==> src/rtl/tri_rlmreg_arb.sv <==
// tri_rlmreg_arb: round-robin write arbiter for one shared WIDTH-bit config register.
// Rev 1.0 -- stage winner's data in IDLE, commit in WRITE, one-cycle ack afterwards.
`default_nettype none

`ifndef NCLK_WIDTH
`define NCLK_WIDTH 5
`endif

module tri_rlmreg_arb #(
  parameter int REQ   = 4,
  parameter int WIDTH = 16,
  parameter     INIT  = 0,
  parameter int OWNW  = 2
) (
  input  logic [`NCLK_WIDTH-1:0] nclk,
  inout  wire                    vd,
  inout  wire                    gd,
  input  logic                   thold_b,
  input  logic [REQ-1:0]         req,
  input  logic [REQ*WIDTH-1:0]   wdata,
  output logic [REQ-1:0]         ack,
  output logic [WIDTH-1:0]       dout,
  output logic                   busy,
  output logic                   reg_act,
  output logic [OWNW-1:0]        last_owner
);

  localparam logic [0:0]      S_IDLE  = 1'b0;
  localparam logic [0:0]      S_WRITE = 1'b1;
  localparam logic [OWNW:0]   C_REQ   = (OWNW+1)'(REQ);
  localparam logic [OWNW-1:0] C_LAST  = OWNW'(REQ - 1);

  logic                   rst;
  logic                   unused_pins;
  logic [0:0]             state_q, state_d;
  logic [WIDTH-1:0]       dout_q, dout_d;
  logic [WIDTH-1:0]       stage_q, stage_d;
  logic [REQ-1:0]         ack_q, ack_d;
  logic [OWNW-1:0]        ptr_q, ptr_d;
  logic [OWNW-1:0]        win_q, win_d;
  logic [OWNW-1:0]        last_q, last_d;

  logic [REQ-1:0]         w_elig;
  logic [2*REQ-1:0]       w_dbl;
  logic [REQ-1:0]         w_rot;
  logic                   w_found;
  logic [OWNW:0]          w_sum;
  logic [OWNW-1:0]        w_winner;

  assign rst         = nclk[1];
  assign unused_pins = ^{nclk[`NCLK_WIDTH-1:2], vd, gd};

  // Rotate eligibility so bit 0 is the requester at ptr; the first set bit is the winner offset.
  assign w_elig = req & ~ack_q;
  assign w_dbl  = {w_elig, w_elig} >> ptr_q;
  assign w_rot  = w_dbl[REQ-1:0];

  always_comb begin
    w_found  = 1'b0;
    w_sum    = '0;
    w_winner = '0;
    for (int k = 0; k < REQ; k++) begin
      if (!w_found && w_rot[k]) begin
        w_found = 1'b1;
        w_sum   = {1'b0, ptr_q} + (OWNW+1)'(k);
        if (w_sum >= C_REQ) begin
          w_sum = w_sum - C_REQ;
        end
        w_winner = w_sum[OWNW-1:0];
      end
    end
  end

  always_comb begin
    state_d = state_q;
    dout_d  = dout_q;
    stage_d = stage_q;
    ack_d   = '0;
    ptr_d   = ptr_q;
    win_d   = win_q;
    last_d  = last_q;
    case (state_q)
      S_IDLE: begin
        if (thold_b && w_found) begin
          stage_d = wdata[int'(w_winner)*WIDTH +: WIDTH];
          win_d   = w_winner;
          state_d = S_WRITE;
        end
      end
      default: begin
        if (thold_b) begin
          dout_d  = stage_q;
          ack_d   = REQ'(1) << win_q;
          last_d  = win_q;
          ptr_d   = (win_q == C_LAST) ? '0 : win_q + 1'b1;
          state_d = S_IDLE;
        end
      end
    endcase
  end

  always_ff @(posedge nclk[0]) begin
    if (rst) begin
      state_q <= S_IDLE;
      dout_q  <= WIDTH'(INIT);
      stage_q <= '0;
      ack_q   <= '0;
      ptr_q   <= '0;
      win_q   <= '0;
      last_q  <= '0;
    end else begin
      state_q <= state_d;
      dout_q  <= dout_d;
      stage_q <= stage_d;
      ack_q   <= ack_d;
      ptr_q   <= ptr_d;
      win_q   <= win_d;
      last_q  <= last_d;
    end
  end

  assign ack        = ack_q;
  assign dout       = dout_q;
  assign busy       = (state_q == S_WRITE);
  assign reg_act    = (state_q == S_WRITE) && thold_b;
  assign last_owner = last_q;

endmodule

`default_nettype wire

==> config.mk <==
export PLATFORM = sky130hd
export DESIGN_NAME = tri_rlmreg_arb
export DESIGN_NICKNAME = d
export VERILOG_FILES = /design/src/rtl/tri_rlmreg_arb.sv
export SDC_FILE = /design/constraint.sdc
export NUM_CORES = 1
export LEC_CHECK = 0
export CORE_MARGIN = 1
export CORE_UTILIZATION = 37
export CTS_CLUSTER_SIZE = 28
export DETAILED_ROUTE_END_ITERATION = 7
export PLACE_DENSITY = 0.86
export SLEW_MARGIN = 20
export SYNTH_ARGS = -nofsm -noshare
export SYNTH_HDL_FRONTEND = slang
export SYNTH_SLANG_ARGS = --single-unit
==> constraint.sdc <==
create_clock -name nclk -period 3.9 [get_ports nclk]
set_input_delay 0.78 -clock nclk [delete_from_list [all_inputs] [get_ports nclk]]
set_output_delay 0.78 -clock nclk [all_outputs]
set_load 0.01 [all_outputs]
---- Word level (Yosys, flattened, before mapping) ----
Index checks and enable logic that the tools add are counted.
W data, S select, Z words.
cells by class
  add/subtract/negate cells ............... 8
  magnitude comparators ................... 4
  eq/ne operators ......................... 1
  mux-type cells .......................... 16
  reduce and logical (&&, ||, !) cells .... 11
  bitwise gates (word level) .............. 4
  shifts and indexed selects .............. 3
operators by type and width
  cell                   count
  $shiftx A64 B7 Y16     1
  $mux W2                9
  $ge A3 B3 Y1 const B   3
  $shr A8 B2 Y4          1
  $sub A2 B1 Y2 const B  4
  $mux W1                7
  $add A2 B2 Y3 const B  2
  $logic_and A1 B1 Y1    5
  $and A4 B4 Y4          1
  $not A4 Y4             1
  $reduce_and A2 Y1      2
  $shl A1 B2 Y4 const A  1
  $add A2 B1 Y3 const B  1
  $ge A2 B3 Y1 const B   1
  $logic_not A1 Y1       3
  $reduce_or A3 Y1       1
  $add A2 B1 Y2 const B  1
  $eq A2 B2 Y1 const B   1
  $not A1 Y1             2
storage, ports and cells
  flip-flop bits (word level) ............. 43
  output and inout bits ................... 26
  word-level logic and storage cells ...... 54
  input bits .............................. 74

---- Depth between registers and ports, before layout ----
Gate-level depths: netlist (run 1).
  depth after elaboration ................. 16
  gate-level depth with buffers ........... 7
  gate-level depth less buffers ........... 5

---- Worst setup path before layout (run 1) ----
Ideal clock, no wire load.
  path type ............................... input port to flip-flop
  from .................................... in req[1]
  to ...................................... reg stage_q[0]
  data arrival time ....................... 1.949 ns
  required time ........................... 3.767 ns
  path slack .............................. 1.818 ns
  cell stages on the path ................. 7
  library setup time ...................... 0.133 ns
  path buffers ............................ 2
  path through ............................ nor2b_1 -> o41ai_4 -> nor2_2 -> nand2b_1 -> buf_2 -> buf_2 -> o221ai_1
on the way
  word-level cells in the longest chain between the ends .. 14
  elaborated cells on any way between the ends .. 19
  classes of those cells .................. shift (2); mux (8); bitwise (1); reduce/logical (8)
RTL lines
  item                                                         RTL line  text
  start, declared                                              19        input logic [REQ-1:0] req,
  $and A4 B4 Y4 *                                              54        assign w_elig = req & ~ack_q;
  $shr A8 B2 Y4 *                                              55        assign w_dbl = {w_elig, w_elig} >> ptr_q;
  branches (longest 12 deep; another with $shiftx A64 B7 Y16)  -
  end signal, assigned                                         114       stage_q <= stage_d;
  end, declared                                                37        logic [WIDTH-1:0] stage_q, stage_d;
Mark *: on every way between the ends.
A chain may end at the register's enable or synchronous reset.

==> results.sh, run 1 <==
export IMPL_dpl_cell_area_um2=2960
export IMPL_die_area_um2=5780
export IMPL_finalNetCount=402
export IMPL_post_synth_top_count_cell="nand2_1"
export IMPL_netlist_area_um2=2030
export IMPL_worstHoldPathCells=3
export IMPL_pin_count=100
export IMPL_fin_skew_ps=6.67
export IMPL_numPortBuffers=93
export IMPL_drive_above_1_share=0.117
export IMPL_crit_start="nclk[1]"
export IMPL_vias_per_cell=5.06
export IMPL_rsz0062_at_grt="no"
export IMPL_routedWlPerCell_um=14.2
export IMPL_drt_wl_total_mm=5.71
export IMPL_grt_overflow=0
export IMPL_fin_area_um2=3370
export IMPL_synth_top_area_cell="dfxtp_1"
export IMPL_coreArea_um2=5200
export IMPL_hold_violations=0
export IMPL_min_to="dout[14]"
export IMPL_initial_core_util=0.389
export IMPL_rows=26
export IMPL_regToRegEndpoint="stage_q[1]"
export IMPL_setup_viol=0
export IMPL_ys_seq_elements=43
export IMPL_yosysWarnings=0
export IMPL_vdd_ir_drop_max_mv=0.303
export IMPL_ant_nets=0
export IMPL_cp_start_kind="clock port"
export IMPL_syn_inst=222
export IMPL_drcViolationCount=0
export IMPL_post_route_util=0.647
export IMPL_relSlewSlack=0.632
export IMPL_place_hpwl_mm=3.74
export IMPL_gp_congestion=0.742
export IMPL_yosysUniqueCellTypes=33
export IMPL_die_y_um=76.0
export IMPL_worstReg2RegStart="ack[3]"
export IMPL_synth_top_cells_by_area="dfxtp_1, mux2i_1, nand2_1"
export IMPL_syn_area_per_cell_um2=9.13
export IMPL_first_pass_iters=4
export IMPL_power_density_nw_per_um2=569
export IMPL_cts_hold_buffers=0
export IMPL_antenna_cells=0
export IMPL_yosysSeqAreaShare=0.425
export IMPL_antenna_found_initial=0
export IMPL_status="completed"
export IMPL_synth_top_cell_area_share=0.425
export IMPL_drv_slew=0
export IMPL_grt_max_degree=33
export IMPL_untimed_endpoints=2
export IMPL_postCtsSetupBuffers=0
export IMPL_synth_common_cells="nand2_1, dfxtp_1, mux2i_1, a21oi_1, o221ai_1"
export IMPL_synth_edf_count=0
export IMPL_r2r_cells=9
export IMPL_layout_cells_non_filler=403
export IMPL_endpoint_kind="register"
export IMPL_path_max_fanout=8
export IMPL_leakage_nw=1.26
export IMPL_cap_violations=0
export IMPL_fin_tns_setup_ps=0
export IMPL_min_from="nclk[1]"
export IMPL_grt_pass1_wl_mm=9.52
export IMPL_async_flop_share=0
export IMPL_cts_resized_gates=0
export IMPL_cts_tree="built"
export IMPL_grt_total_usage=0.239
export IMPL_syn_num_nets=299
export IMPL_hp_class="clk -> reg"
export IMPL_worstMarginPinSlew_ps=552
export IMPL_arrival_ps=3130
export IMPL_insertion_delay_ps=300
export IMPL_synth_ff_type="dfxtp_1"
export IMPL_grt_pass1_vias=2454
export IMPL_die_x_um=76.0
export IMPL_route_vias_total=2041
export IMPL_critical_path_required_ps=4110
export IMPL_clkTransAtPathRegs_ps=80
export IMPL_path_class="clk -> reg"
export IMPL_area_delta_synth_final_pct=66.2
export IMPL_placed_cells=371
export IMPL_drt_initial_drc_count=128
export IMPL_ff2ff_setup_slack_ps=1940
export IMPL_fillers=450
[cells by family after synthesis]
family	Yosys count	synth area share
AO/OA/AOI/OAI	47	0.169
adder cells (fa/ha/maj)	1	0.00617
buffers and inverters	18	0.0543
flip-flops	43	0.425
multiplexers	32	0.158
AND/OR/NAND/NOR	81	0.188
[cells in the final DEF, fill, tap and decap left out, drive strengths merged]
cell / count
nor2b: 6
nor3b: 2
nor4: 1
ha: 1
o21ai: 1
buf: 2
or2b: 1
and3: 1
and4b: 1
clkbuf: 27
o211ai: 2
a211o: 2
bufinv: 2
o41ai: 1
nand2b: 3
dfxtp: 43
nand2: 56
nor2: 5
and2: 1
a21boi: 1
clkdlybuf4s50: 93
clkinvlp: 2
a21oi: 23
a311o: 1
o221ai: 15
inv: 3
a221oi: 1
mux2i: 32
nor3: 1
nor4b: 2
nand3b: 1
[state kept, by name (all words and copies together), names as in the netlist]
name        count
busy            1
ack             4
ptr_q           2
stage_q        16
dout           16
last_owner      2
win_q           2
[final cells by class]
type                    count  area (um2)  share of cell area
inverters                   2        7.51             0.00223
repair buffers             95         946               0.281
flip-flops and latches     43         861               0.256
clock buffers              27         362               0.107
well taps                  70        87.6              0.0260
clock inverters             5        48.8              0.0145
multi-input cells         161        1060               0.314
[through the flow]
| step | hold slack (ps) | total power, W | setup slack (ps) |
|---|---|---|---|
| 5_1_grt | 41.6 | 0.00206 | 763 |
| 4_1_cts | 62.5 | 0.00195 | 942 |
| 3_3_place_gp | 69.1 | 0.00110 | 1110 |
| 3_5_place_dp | 69.1 | 0.00111 | 1080 |
| 2_1_floorplan | 245 | 0.00106 | 1200 |
| 6_report | 63.6 | 0.00192 | 977 |
[report_power, final]
part | switching [W] | leakage [nW] | internal, W
Combinational | 0.000174 | 0.588 | 0.000208
Sequential | 0.0000599 | 0.350 | 0.000525
Clock | 0.000415 | 0.323 | 0.000534
[routing by layer]
layer | up-vias | wire (um) | GRT usage
met3 | 13 | 551 | 0.256
met5 | - | 0 | 0
met2 | 110 | 3000 | 0.296
met4 | 0 | 97 | 0.308
met1 | 920 | 2060 | 0.175
li1 | 998 | - | -
[worst max-delay path: stages]
cell and delay, ps:
clkbuf_8 130, clkbuf_8 150, nor2_2 110, clkbuf_8 130, clkbuf_8 110, nand2_1 50, clkbuf_8 140, clkbuf_8 150
o221ai_1 200
[worst max-delay path by stage]
stage | to | slack (ps) | cells after the start
final | stage_q[1] | 980 | 9
after global routing | stage_q[9] | 760 | 9
after CTS | stage_q[9] | 940 | 9
after detailed placement | stage_q[6] | 1080 | 6
after global placement | stage_q[8] | 1110 | 6
after floorplan | stage_q[8] | 1200 | 6
No activity file was read; power rests on OpenSTA's default activity.
==> run 2: changes to the inputs <==
==> constraint.sdc (replaced) <==
create_clock -name nclk -period 2.7 [get_ports nclk]
set_input_delay 0.54 -clock nclk [delete_from_list [all_inputs] [get_ports nclk]]
set_output_delay 0.54 -clock nclk [all_outputs]
set_load 0.01 [all_outputs]
==> run 2 against run 1 <==
Net effect: clock power increased by 37%; clock skew grew 0.84 ps; critical path depth increased by 2; setup slack worse by 600 ps; register-to-register slack got worse by 1200 ps; sequential share of layout area barely moved; cell area is 0.15% lower; via count up 1.4%; combinational power is 51% higher; routed wire length is 0.53% lower; flip-flop and latch count stayed put; critical path type is now in -> reg; largest power group unchanged; highest routed layer unchanged.
==> results.sh, run 2 (same netlist as run 1, synthesis figures left out) <==
export IMPL_p_total_w=0.00273
export IMPL_coreArea_um2=5200
export IMPL_drt_initial_drc_count=181
export IMPL_p_sw_frac=0.352
export IMPL_pwr_share_seq=0.310
export IMPL_die_area_um2=5780
export IMPL_grt_total_usage=0.214
export IMPL_die_x_um=76.0
export IMPL_path_max_fanout=8
export IMPL_leakage_nw=1.26
export IMPL_grt_max_degree=29
export IMPL_initial_core_util=0.389
export IMPL_relSlewSlack=0.720
export IMPL_fin_skew_ps=7.50
export IMPL_final_common_cell="clkdlybuf4s50_1"
export IMPL_antenna_found_initial=0
export IMPL_rsz0062_at_grt="no"
export IMPL_cts_hold_buffers=0
export IMPL_power_frac_comb=0.212
export IMPL_ant_nets=0
export IMPL_cap_violations=0
export IMPL_finalNetCount=404
export IMPL_endpoint_kind="register"
export IMPL_drive_above_1_share=0.117
export IMPL_place_hpwl_mm=3.79
export IMPL_fillers=455
export IMPL_fin_ws_ps=374
export IMPL_status="completed"
export IMPL_placed_cells=373
export IMPL_cts_tree="built"
export IMPL_post_route_period_util=0.861
export IMPL_dp_slack_ps=210
export IMPL_grt_pass1_wl_mm=9.82
export IMPL_cts_resized_gates=0
export IMPL_vias_per_cell=5.13
export IMPL_postCtsSetupBuffers=0
export IMPL_drcViolationCount=0
export IMPL_gp_congestion=0.743
export IMPL_cp_start_kind="primary input"
export IMPL_worstMarginPinSlew_ps=416
export IMPL_untimed_endpoints=2
export IMPL_layout_cells_non_filler=403
export IMPL_antenna_cells=0
export IMPL_path_class="in -> reg"
export IMPL_routedWlPerCell_um=14.1
export IMPL_numPortBuffers=93
export IMPL_critical_path_required_ps=2870
export IMPL_power_density_nw_per_um2=810
export IMPL_rows=26
export IMPL_period_minus_slack_ps=2330
export IMPL_fin_tns_setup_ps=0
export IMPL_pin_count=100
export IMPL_hold_violations=0
export IMPL_grt_pass1_vias=2549
export IMPL_route_vias_total=2069
export IMPL_drv_slew=0
export IMPL_drt_wl_total_mm=5.68
export IMPL_die_y_um=76.0
export IMPL_p_sw_w=0.000958
export IMPL_area_delta_synth_final_pct=65.9
export IMPL_clkTransAtPathRegs_ps=80
export IMPL_hp_class="clk -> reg"
export IMPL_fmax_ghz=0.430
export IMPL_layout_common_cells="clkdlybuf4s50_1, nand2_1, dfxtp_1"
export IMPL_vdd_ir_drop_max_mv=0.420
export IMPL_insertion_delay_ps=290
export IMPL_power_frac_clock=0.478
export IMPL_arrival_ps=2490
export IMPL_grt_overflow=0
export IMPL_p_int_w=0.00177
export IMPL_first_pass_iters=4
export IMPL_setup_viol=0
export IMPL_hold_slack_ps=70.3
## run 2: stage by stage
| step | cell area (um2) | util |
|---|---|---|
| finish | 3360 | 0.646 |
| global route | 3360 | 0.646 |
| CTS | 3360 | 0.646 |
| detailed placement | 2990 | 0.574 |
| global placement | 2990 | 0.574 |
| floorplan | 2030 | - |
## run 2: final timing paths
kind,startpoint,end,slack (ps),cells past startpoint
worst min-delay path,nclk[1],dout[8],70,3
worst max register to register,ack[3],stage_q[5],740,10
worst min register to register,stage_q[14],dout[14],450,2
worst max-delay path,req[1],stage_q[5],370,11
## run 2: critical path, stage by stage
cell	delay, ps
clkdlybuf4s50_1	410
nor2b_1	180
o41ai_4	400
buf_4	210
nor2_2	40
clkbuf_8	130
clkbuf_8	120
nand2_1	70
clkbuf_8	130
clkbuf_8	140
o221ai_1	130
## run 2: routing by layer
layer,routed length [um],part of all wire,vias up,global-route usage
met5,0,0,-,0
met4,144,0.025,0,0.240
met3,512,0.090,12,0.180
met2,2850,0.50,107,0.294
met1,2170,0.38,944,0.177
li1,-,-,1006,-
## run 2: area by class of cell
cell class / instances / area [um2] / share of cell area
Tap cell: 70 / 87.6 / 0.0260
Timing Repair Buffer: 97 / 973 / 0.289
Sequential cell: 43 / 861 / 0.256
Multi-Input combinational cell: 161 / 1060 / 0.314
Clock inverter: 6 / 57.6 / 0.0171
Inverter: 2 / 7.51 / 0.00223
Clock buffer: 24 / 320 / 0.0952
## run 2: power by group through the flow
| stage | clock (W) | sequential (W) | combinational [W] |
|---|---|---|---|
| 2_1_floorplan | 0.000350 | 0.000858 | 0.000329 |
| 3_3_place_gp | 0.000196 | 0.000852 | 0.000562 |
| 3_5_place_dp | 0.000196 | 0.000858 | 0.000572 |
| 4_1_cts | 0.00135 | 0.000843 | 0.000580 |
| 5_1_grt | 0.00144 | 0.000859 | 0.000628 |
| 6_report | 0.00130 | 0.000845 | 0.000577 |
